===== config.mk =====
export PLATFORM = sky130hd
export DESIGN_NAME = bc_spi_slave
export DESIGN_NICKNAME = d
export VERILOG_FILES = /design/src/rtl/bc_pkg.sv /design/src/rtl/bc_sync_edge.sv /design/src/rtl/bc_spi_slave.sv
export SDC_FILE = /design/constraint.sdc
export NUM_CORES = 1
export LEC_CHECK = 0
export CORE_MARGIN = 8
export CORE_UTILIZATION = 60
export CTS_BUF_LIST = sky130_fd_sc_hd__clkbuf_2
export CTS_CLUSTER_SIZE = 10
export DETAILED_ROUTE_END_ITERATION = 10
export GPL_TIMING_DRIVEN = 0
export PLACE_DENSITY = 0.86
export SKIP_LAST_GASP = 1
export SLEW_MARGIN = 30
export SYNTH_ARGS = -nofsm -noshare
export SYNTH_HDL_FRONTEND = slang
export SYNTH_SLANG_ARGS = --single-unit
export TNS_END_PERCENT = 30

===== constraint.sdc =====
create_clock -name clk -period 3.02 [get_ports clk]
set_clock_uncertainty 0.05 [all_clocks]
set_input_delay 0.604 -clock clk [delete_from_list [all_inputs] [get_ports clk]]
set_output_delay 0.604 -clock clk [all_outputs]
set_load 0.05 [all_outputs]

===== src/rtl/bc_pkg.sv =====
// Shared definitions for the breadcrumb SPI slave: default word geometry and FSM states.
package bc_pkg;

  localparam int                    BC_WORD_W    = 16;
  localparam logic [BC_WORD_W-1:0]  BC_IDLE_WORD = 16'h0000;

  typedef enum logic [1:0] {
    IDLE    = 2'd0,
    SHIFT   = 2'd1,
    DONE    = 2'd2,
    WAIT_CS = 2'd3
  } bc_spi_state_t;

endpackage


===== src/rtl/bc_sync_edge.sv =====
// Multi-flop synchronizer for one asynchronous SPI pin, with registered rise/fall strobes.
// STAGES must be at least 2. RST_VAL is the pin's idle level so reset creates no false edge.
module bc_sync_edge #(
  parameter int   STAGES  = 2,
  parameter logic RST_VAL = 1'b0
) (
  input  logic clk,
  input  logic rst,
  input  logic din,
  output logic level,
  output logic rise,
  output logic fall
);

  logic [STAGES-1:0] sync_q;
  logic              prev_q;

  assign level = sync_q[STAGES-1];

  // Shift the pin through the synchronizer and compare the settled value with its last sample.
  always_ff @(posedge clk or negedge rst) begin
    if (!rst) begin
      sync_q <= {STAGES{RST_VAL}};
      prev_q <= RST_VAL;
      rise   <= 1'b0;
      fall   <= 1'b0;
    end else begin
      // NOTE: non-blocking assignments so every flop samples the pre-edge value of its neighbour.
      sync_q <= {sync_q[STAGES-2:0], din};
      prev_q <= sync_q[STAGES-1];
      rise   <= sync_q[STAGES-1] & ~prev_q;
      fall   <= ~sync_q[STAGES-1] & prev_q;
    end
  end

endmodule


===== src/rtl/bc_spi_slave.sv =====
// SPI mode-0 slave for the breadcrumb buffer, fully oversampled in the clk domain.
// Receives one WORD_W word per frame into rx_data and shifts out a word prefetched
// from the avoid-out FIFO (or IDLE_WORD when none is held).
module bc_spi_slave
  import bc_pkg::*;
#(
  parameter int                WORD_W      = BC_WORD_W,
  parameter int                SYNC_STAGES = 2,
  parameter logic [WORD_W-1:0] IDLE_WORD   = WORD_W'(BC_IDLE_WORD),
  parameter int                CNT_W       = 8
) (
  input  logic              clk,
  input  logic              rst,
  input  logic              spi_sck,
  input  logic              spi_cs_n,
  input  logic              spi_mosi,
  output logic              spi_miso,
  output logic [WORD_W-1:0] rx_data,
  output logic              rx_valid,
  input  logic              rx_rdy,
  input  logic [WORD_W-1:0] tx_data,
  input  logic              tx_valid,
  output logic              tx_rdy,
  output logic [CNT_W-1:0]  rx_overflow_cnt,
  output logic              frame_err
);

  localparam int BIT_W = $clog2(WORD_W + 1);

  logic sck_rise, sck_fall, sck_level_unused;
  logic cs_rise, cs_fall, cs_level_unused;
  logic mosi_level, mosi_rise_unused, mosi_fall_unused;

  bc_sync_edge #(.STAGES(SYNC_STAGES), .RST_VAL(1'b0)) u_sync_sck (
    .clk   (clk),
    .rst   (rst),
    .din   (spi_sck),
    .level (sck_level_unused),
    .rise  (sck_rise),
    .fall  (sck_fall)
  );

  bc_sync_edge #(.STAGES(SYNC_STAGES), .RST_VAL(1'b1)) u_sync_cs (
    .clk   (clk),
    .rst   (rst),
    .din   (spi_cs_n),
    .level (cs_level_unused),
    .rise  (cs_rise),
    .fall  (cs_fall)
  );

  bc_sync_edge #(.STAGES(SYNC_STAGES), .RST_VAL(1'b0)) u_sync_mosi (
    .clk   (clk),
    .rst   (rst),
    .din   (spi_mosi),
    .level (mosi_level),
    .rise  (mosi_rise_unused),
    .fall  (mosi_fall_unused)
  );

  bc_spi_state_t     state;
  logic [BIT_W-1:0]  bit_cnt;
  logic [WORD_W-1:0] rx_shift;
  logic [WORD_W-1:0] tx_shift;
  logic [WORD_W-1:0] tx_hold;
  logic              hold_full;
  logic              cap_pending;  // pop issued last cycle; FIFO data valid this cycle
  logic              from_hold;    // current frame is transmitting tx_hold
  logic              extra_seen;   // an over-long frame has already been flagged

  // MISO follows the tx shifter whenever a frame is in progress, and idles low otherwise.
  assign spi_miso = (state != IDLE) & tx_shift[WORD_W-1];

  // Frame FSM, tx prefetch, rx hand-off and overflow accounting.
  always_ff @(posedge clk or negedge rst) begin
    if (!rst) begin
      state           <= IDLE;
      bit_cnt         <= '0;
      rx_shift        <= '0;
      tx_shift        <= '0;
      // NOTE: the hold register is a single word, so it is reset like any other flop;
      // hold_full alone decides whether its contents are meaningful.
      tx_hold         <= '0;
      hold_full       <= 1'b0;
      cap_pending     <= 1'b0;
      from_hold       <= 1'b0;
      extra_seen      <= 1'b0;
      rx_data         <= '0;
      rx_valid        <= 1'b0;
      tx_rdy          <= 1'b0;
      rx_overflow_cnt <= '0;
      frame_err       <= 1'b0;
    end else begin
      frame_err   <= 1'b0;
      // Pop only from a quiet IDLE, one request at a time, never as a frame opens.
      tx_rdy      <= (state == IDLE) && !cs_fall && tx_valid && !hold_full &&
                     !tx_rdy && !cap_pending;
      cap_pending <= tx_rdy;
      if (cap_pending) begin
        tx_hold   <= tx_data;
        hold_full <= 1'b1;
      end

      if (rx_valid && rx_rdy) rx_valid <= 1'b0;

      case (state)
        IDLE: begin
          if (cs_fall) begin
            tx_shift   <= hold_full ? tx_hold : IDLE_WORD;
            from_hold  <= hold_full;
            bit_cnt    <= '0;
            extra_seen <= 1'b0;
            state      <= SHIFT;
          end
        end

        SHIFT: begin
          if (cs_rise) begin
            // A partial word is discarded; the held tx word stays for a retry.
            if (bit_cnt != '0) frame_err <= 1'b1;
            state <= IDLE;
          end else if (sck_rise) begin
            rx_shift <= {rx_shift[WORD_W-2:0], mosi_level};
            bit_cnt  <= bit_cnt + BIT_W'(1);
            if (bit_cnt == BIT_W'(WORD_W - 1)) state <= DONE;
          end else if (sck_fall && (bit_cnt != '0) && (bit_cnt < BIT_W'(WORD_W))) begin
            tx_shift <= {tx_shift[WORD_W-2:0], 1'b0};
          end
        end

        DONE: begin
          if (!rx_valid) begin
            rx_data  <= rx_shift;
            rx_valid <= 1'b1;
          end else if (rx_overflow_cnt != {CNT_W{1'b1}}) begin
            rx_overflow_cnt <= rx_overflow_cnt + CNT_W'(1);
          end
          if (from_hold) hold_full <= 1'b0;
          state <= cs_rise ? IDLE : WAIT_CS;
        end

        WAIT_CS: begin
          if (cs_rise) begin
            state <= IDLE;
          end else if (sck_rise && !extra_seen) begin
            frame_err  <= 1'b1;
            extra_seen <= 1'b1;
          end
        end

        default: state <= IDLE;
      endcase
    end
  end

endmodule


After elaboration in Yosys (flattened, before gate mapping)
Cells that the tools add are included.
W data, S select, Z words.
{"block": "word_totals", "reg_bits": 98, "output_inout_bits": 28}
{"block": "classes", "add_sub_neg": 2, "n_lt_le_gt_ge": 1, "eq_ne": 15, "muxes": 32, "n_bitwise": 11, "reduce_logical": 27}
{"operator": "$mux W16", "n": 5}
{"operator": "$pmux W16 S2", "n": 1}
{"operator": "$mux W5", "n": 3}
{"operator": "$mux W1", "n": 13}
{"operator": "$mux W2", "n": 6}
{"operator": "$reduce_and A4 Y1", "n": 3}
{"operator": "$ne A2 B2 Y1 const B", "n": 5}
{"operator": "$pmux W5 S2", "n": 1}
{"operator": "$logic_and A1 B1 Y1", "n": 9}
{"operator": "$add A8 B1 Y8 const B", "n": 1}
{"operator": "$ne A8 B8 Y1 const B", "n": 1}
{"operator": "$pmux W2 S4", "n": 1}
{"operator": "$ne A2 B1 Y1 const B", "n": 3}
{"operator": "$not A1 Y1", "n": 6}
{"operator": "$reduce_and A3 Y1", "n": 2}
{"operator": "$reduce_bool A2 Y1", "n": 3}
{"operator": "$add A5 B1 Y5 const B", "n": 1}
{"operator": "$and A1 B1 Y1", "n": 5}
{"operator": "$eq A5 B4 Y1 const B", "n": 1}
{"operator": "$logic_not A1 Y1", "n": 5}
{"operator": "$lt A5 B5 Y1 const B", "n": 1}
{"operator": "$reduce_and A5 Y1", "n": 1}
{"operator": "$reduce_bool A5 Y1", "n": 1}
{"operator": "$eq A2 B2 Y1 const B", "n": 2}
{"operator": "other kinds (6)", "n": 8}

Depth between registers and ports, before layout
Gate-level depths: netlist of run 1.
{"block": "logic_depth", "word_depth": 7, "depth_mapped": 7}

By module
Synthesis of run 1 repeated with hierarchy kept, for this count alone.
{"block": "unflattened", "cells_unflattened": 315, "hier_area_um2": 4145.2}
{"mod": "bc_spi_slave", "n_inst": 1, "cells_per_inst": 294, "area_each_um2": 3721.1, "seq_area_each_um2": 2152.1}
{"mod": "bc_sync_edge at u_sync_mosi ...", "n_inst": 2, "cells_per_inst": 7, "area_each_um2": 140.1, "seq_area_each_um2": 125.1}
{"mod": "bc_sync_edge at u_sync_cs", "n_inst": 1, "cells_per_inst": 7, "area_each_um2": 143.9, "seq_area_each_um2": 128.9}

Worst setup path before layout of run 1
Ideal clock, no wire load.
{"block": "synth_timing", "path_type": "register -> register", "start": "register rx_overflow_cnt[3]", "end": "register rx_overflow_cnt[1]", "setup_ns": 0.125, "arrival_time_ns": 1.785, "t_required_ns": 2.845, "slack_ns": 1.060, "stages_incl_launch_ff": 6, "path_buffers": 1, "cell_sequence": "dfrtp_1 and3_1 buf_2 nand3_1 o21ai_0 mux2_2"}
{"block": "synth_between", "elab_chain_cells": 2}
{"item": "from (decl)", "line": "bc_spi_slave.sv:24", "rtl": "output logic [CNT_W-1:0] rx_overflow_cnt,"}
{"item": "from (signal assigned)", "line": "bc_spi_slave.sv:136", "rtl": "rx_overflow_cnt <= rx_overflow_cnt + CNT_W'(1);"}
{"item": "$ne A8 B8 Y1", "line": "bc_spi_slave.sv:135", "rtl": "end else if (rx_overflow_cnt != {CNT_W{1'b1}}) begin"}
{"item": "$reduce_and A3 Y1 (no source line)"}
Every way passes these cells.
A chain may end at the register's enable or synchronous reset.

Worst setup path in the final report of run 1
{"block": "layout_timing", "start": "register state[0]", "end": "output spi_miso"}
{"block": "layout_between", "elab_chain_cells": 2}
{"item": "from (decl)", "line": "bc_spi_slave.sv:61", "rtl": "bc_spi_state_t state;"}
{"item": "from (signal assigned)", "line": "bc_spi_slave.sv:139", "rtl": "state <= cs_rise ? IDLE : WAIT_CS;"}
{"item": "$reduce_bool A2 Y1", "line": "bc_spi_slave.sv:72", "rtl": "assign spi_miso = (state != IDLE) & tx_shift[WORD_W-1];"}
{"item": "$and A1 B1 Y1", "line": "bc_spi_slave.sv:72"}
{"item": "to (decl)", "line": "bc_spi_slave.sv:17", "rtl": "output logic spi_miso,"}
Every way passes these cells.

==> flow_summary.ini, run 1 <==
[detailed_routing]
vias = 2451
ant_nets = 0
route.detailed.drc = 0
vias_per_cell = 5.65
drt_pass1_iterations = 4
wirelength_um = 7010
dr.first_iter.drc_count = 121
wl_per_cell_um = 16.2

[yosys]
syn-num-nets = 316
yosysWarnings = 0
netlist_instances = 289
syn_area_um2 = 3880
synth.distinct_cells = 36
synth-seq-cells = 98
synth_area_leader_cell = dfrtp_1
ys_top_cells_by_area = dfrtp_1 (61%), mux2_2 (15%), a22oi_1 (2.9%)
ys_seq_area_share_pct = 63.2
avgSynthCellArea_um2 = 13.4
synth_top_area_share_pct = 61.2

[setup_path]
startpoint_type = flop
critical_path_class = flop to primary output
worstPathRequired_ns = 2.37
crit_arrival_ns = 2.16
critPathMaxFanout = 10
cp-end-kind = primary output

[floorplanning]
coreArea_um2 = 6310
die_area_um2 = 9300
row_count = 29
num_io_pins = 51
initial_core_util_pct = 61.5
fp.dieH_um = 96.5
die_x_um = 96.5

[timing]
worst_slew_pin_slew_ns = 0.649
whs_ns = 0.327
min_period_ns = 2.81
slew_headroom_pct = 56.6
rsz0062_at_grt = no
finalSetupTns_ns = 0
hold_violations = 0
max_freq_ghz = 0.355
finalCritPeriodShare_pct = 93.2
setup_viol = 0
slew_viol_final = 0

[clocking]
htree_levels = 3
cts_tree = yes
clk_path_buf_depth = 2
cts.clk_slew.worst_paths_ns = 0.25
cts_sinks = 98
numCtsBuffers = 9
root_buffer = clkbuf_2
clk_latency_ns = 0.53

[global_route]
grt_usage_pct = 16.2
grt_pass1_vias = 2506
overflow = 0
grt_pass1_wl_um = 11800
antenna_found_initial = 0
grt_max_degree = 57

[power_and_ir_drop]
peakVddDrop_mv = 0.397
leakagePower_nw = 2.15
power_density_nw_per_um2 = 606
report.power.total_mw = 2.81

[finish]
drive_gt1_share_pct = 25.5
mostFrequentLayoutCell = dfrtp_1
layout.nets = 379
antenna_cells = 0
final_core_util_pct = 73.4
area_delta_synth_final_pct = 19.4
final_cell_mix = dfrtp_1 (95), mux2_2 (51), clkdlybuf4s50_1 (49)
fillers = 446

[job]
cap_violations = 0

[placement]
place_hpwl_um = 4850
gp_congestion = 0.761
numPortBuffers = 50

[run_status]
status = finished clean

[worst_hold_path]
min_path_type = flop to flop
synth_stat cells (all sizes together):
| cell type | instances |
|---|---|
| dfrtp | 95 |
| mux2 | 51 |
| nand2 | 25 |
| o21ai | 19 |
| a22oi | 15 |
| buf | 11 |
| a21oi | 9 |
| nor2 | 7 |
| inv | 6 |
| nor2b | 6 |
| and3 | 5 |
| clkbuf | 4 |
| ha | 4 |
| a31oi | 3 |
| dfstp | 3 |
| nand3 | 3 |
| xor2 | 3 |
| a21o | 2 |
| a22o | 2 |
| nand2b | 2 |
| nand4 | 2 |
| nor3b | 2 |
| xnor2 | 2 |
| a211oi | 1 |
| a2bb2oi | 1 |
| a41oi | 1 |
| and2b | 1 |
| and3b | 1 |
| and4bb | 1 |
| o22ai | 1 |
| or4b | 1 |
worst max-delay path, cell delays in order (launching register included):
cell	delay [ns]
dfrtp_1	0.38
buf_2	0.21
nor2_2	0.10
nor2b_1	0.13
clkdlybuf4s50_1	0.82
layout make-up:
cell class              count  area, um^2  area share [%]
clock buffers               9        45.0           0.971
flip-flops and latches     98        2460            53.0
well taps                  77        96.3            2.08
inverters                   6        22.5           0.486
plain buffers              15        88.8            1.92
clock inverters             7        70.1            1.51
multi-input cells         170        1320            28.4
repair buffers             52         539            11.6
routing by layer:
| metal | GRT usage [%] | part of all wire [%] | vias to the layer above |
|---|---|---|---|
| li1 | - | - | 1144 |
| met1 | 21.1 | 45 | 1241 |
| met2 | 25.6 | 48 | 58 |
| met3 | 4.95 | 5.9 | 8 |
| met4 | 4.92 | 1.2 | 0 |
| met5 | 0 | 0 | - |
where the power goes:
| group | leakage [nW] | switching (mW) | internal, mW |
|---|---|---|---|
| Combinational | 0.809 | 0.205 | 0.241 |
| Clock | 0.0733 | 0.424 | 0.191 |
| Sequential | 1.27 | 0.164 | 1.59 |
state kept, by name, summed over array words and instances, names as in the netlist:
name                cells
u_sync_mosi.sync_q      2
rx_overflow_cnt         8
rx_data                16
u_sync_cs.sync_q        2
u_sync_sck.rise         1
hold_full               1
rx_valid                1
rx_shift               16
u_sync_sck.prev_q       1
tx_shift               16
u_sync_sck.sync_q       2
u_sync_cs.prev_q        1
u_sync_sck.fall         1
bit_cnt                 5
extra_seen              1
frame_err               1
u_sync_cs.fall          1
tx_hold                16
cap_pending             1
tx_rdy                  1
from_hold               1
u_sync_cs.rise          1
state                   2
per-stage QoR:
stage / instances / instance area, um^2 / worst slack (ns)
floorplan: 289 / 3880 / 1.06
global placement: 416 / 4480 / -2.18
detailed placement: 417 / 4510 / 0.692
CTS: 434 / 4630 / 0.0626
global route: 434 / 4640 / 0.0215
finish: 434 / 4640 / 0.207
repair_timing:
item	4_1_cts	5_1_grt
endpoints found under the hold margin	39	0
resized for setup	0	1
hold buffers	1	0
buffers inserted	0	0
setup endpoints to repair	0	1
path summary, 6_finish.rpt:
path,depth (start not counted),slack (ns),startpoint,end
max,4,0.21,state[0]$_DFFE_PN0P_,spi_miso
min in group asynchronous,2,0.47,rst,rx_data[0]$_DFFE_PN0P_
max in group asynchronous,3,1.86,rst,tx_shift[0]$_DFFE_PN0P_
min,0,0.33,u_sync_cs.sync_q[0]$_DFF_PN1_,u_sync_cs.sync_q[1]$_DFF_PN1_
max reg2reg,4,1.06,state[0]$_DFFE_PN0P_,rx_data[12]$_DFFE_PN0P_
min reg2reg,0,0.33,u_sync_cs.sync_q[0]$_DFF_PN1_,u_sync_cs.sync_q[1]$_DFF_PN1_
logic make-up (layout without fill, tap and decap cells):
family | Yosys count | in the layout | synth area share, %
compound gates | 54 | 54 | 9.15
xor+xnor | 5 | 5 | 1.13
fa+ha+maj | 4 | 4 | 1.29
buf+inv | 21 | 89 | 2.87
flops | 98 | 98 | 63.2
mux | 51 | 51 | 14.8
simple gates | 56 | 56 | 7.54
Note: power is estimated with default switching activity, not from simulation.
==> inputs of run 2 (changes only) <==
--- a/config.mk
+++ b/config.mk
@@ -11,6 +11,7 @@
 export CTS_CLUSTER_SIZE = 10
 export DETAILED_ROUTE_END_ITERATION = 10
 export GPL_TIMING_DRIVEN = 0
+export HOLD_SLACK_MARGIN = 0.1
 export PLACE_DENSITY = 0.86
 export SKIP_LAST_GASP = 1
 export SLEW_MARGIN = 30
==> constraint.sdc (replaced) <==
create_clock -name clk -period 3.02 [get_ports clk]
set_clock_uncertainty 0.05 [all_clocks]
set_input_delay 0.604 -clock clk [delete_from_list [all_inputs] [get_ports clk]]
set_output_delay 0.604 -clock clk [all_outputs]
set_load 0.01 [all_outputs]
==> flow_summary.ini, run 2 (synthesis results as in run 1) <==
[run_status]
status = finished clean

[clocking]
cts_tree = yes
clk_latency_ns = 0.53
clk_path_buf_depth = 2
htree_levels = 3
numCtsBuffers = 9
root_buffer = clkbuf_2
cts.clk_slew.worst_paths_ns = 0.25
cts_sinks = 98

[setup_path]
worstPathRequired_ns = 2.37
critical_path_class = flop to primary output
crit_start = state[0]$_DFFE_PN0P_
reg2reg_depth = 4
reg2reg_slack_ns = 1.07
critPathMaxFanout = 10
crit_arrival_ns = 2.07
cp-end-kind = primary output
startpoint_type = flop
r2r_start = state[0]$_DFFE_PN0P_
reg2reg_to = rx_data[7]$_DFFE_PN0P_

[detailed_routing]
route.detailed.drc = 0
wl_per_cell_um = 16.1
vias_per_cell = 5.59
ant_nets = 0
drt_pass1_iterations = 5
wirelength_um = 7000
dr.first_iter.drc_count = 119
vias = 2424

[finish]
layout.nets = 379
antenna_cells = 0
mostFrequentLayoutCell = dfrtp_1
seq_area_um2 = 2460
fillers = 446
area_delta_synth_final_pct = 19.3
final_cell_mix = dfrtp_1 (95), mux2_2 (51), clkdlybuf4s50_1 (49)
final_core_util_pct = 73.4
drive_gt1_share_pct = 25.2
multi_input_area_um2 = 1320

[floorplanning]
die_x_um = 96.5
num_io_pins = 51
fp.dieH_um = 96.5
die_area_um2 = 9300
row_count = 29
initial_core_util_pct = 61.5
coreArea_um2 = 6310

[worst_hold_path]
worstHoldEndpoint = u_sync_cs.sync_q[1]$_DFF_PN1_
min_from = u_sync_cs.sync_q[0]$_DFF_PN1_
hold_depth = 0
min_path_type = flop to flop

[timing]
min_period_ns = 2.72
setup_viol = 0
rsz0062_at_grt = no
worst_slew_pin_slew_ns = 0.648
slew_viol_final = 0
finalCritPeriodShare_pct = 90.0
fin_ws_ns = 0.301
whs_ns = 0.327
max_freq_ghz = 0.368
hold_violations = 0
slew_headroom_pct = 56.6

[placement]
preCtsSetupSlack_ns = 0.914
gp_congestion = 0.761
numPortBuffers = 50
place_hpwl_um = 4850

[power_and_ir_drop]
leakagePower_nw = 2.15
peakVddDrop_mv = 0.397
power_density_nw_per_um2 = 602

[global_route]
grt_pass1_wl_um = 11800
overflow = 0
grt_pass1_vias = 2506
grt_usage_pct = 16.2
grt_max_degree = 57
antenna_found_initial = 0

[job]
cap_violations = 0
-- run 2: where the power goes --
group	switching (mW)	internal, mW
Combinational	0.190	0.240
Clock	0.421	0.191
Sequential	0.163	1.58
Total	0.774	2.02
-- run 2: repair_timing --
action	CTS	global route
resized for setup	0	0
setup buffers	0	0
hold buffers	1	0
endpoints found under the hold margin	39	0
-- run 2: worst max path at each step --
stage,end,slack [ns],cells after the start
2_1_floorplan,rx_data[10]$_DFFE_PN0P_,1.35,4
3_3_place_gp,rx_data[11]$_DFFE_PN0P_,-2.18,1
3_5_place_dp,spi_miso,0.91,4
4_1_cts,spi_miso,0.28,4
5_1_grt,spi_miso,0.09,4
6_report,spi_miso,0.30,4
-- run 2: per-layer routing --
| metal | part of all wire, % | vias to the layer above | GRT usage, % |
|---|---|---|---|
| met2 | 47 | 45 | 25.6 |
| met4 | 1.2 | 0 | 4.92 |
| met3 | 5.8 | 8 | 4.95 |
| met1 | 46 | 1225 | 21.1 |
| met5 | 0 | - | 0 |
| li1 | - | 1146 | - |
-- run 2: final cells by class --
cell class | instances | share of cell area [%]
clock inverter | 7 | 1.51
timing repair buffer | 52 | 11.6
multi-input combinational | 170 | 28.4
inverter | 6 | 0.486
buffer | 15 | 1.92
sequential | 98 | 53.0
clock buffer | 9 | 0.972
tap | 77 | 2.08
-- run 2: stage by stage --
step,area [um^2],power (mW),std cells,TNS [ns]
2_1_floorplan,3880,2.03,289,0
3_3_place_gp,4480,2.17,416,-209.94
3_5_place_dp,4510,2.21,417,0
4_1_cts,4630,2.81,434,0
5_1_grt,4630,2.95,434,0
6_report,4630,2.79,434,0
-- run 2: worst max-delay path: stages, from the launching register on --
cell	delay (ns)
dfrtp_1	0.42
buf_2	0.17
nor2_1	0.35
nor2b_1	0.10
clkdlybuf4s50_1	0.50
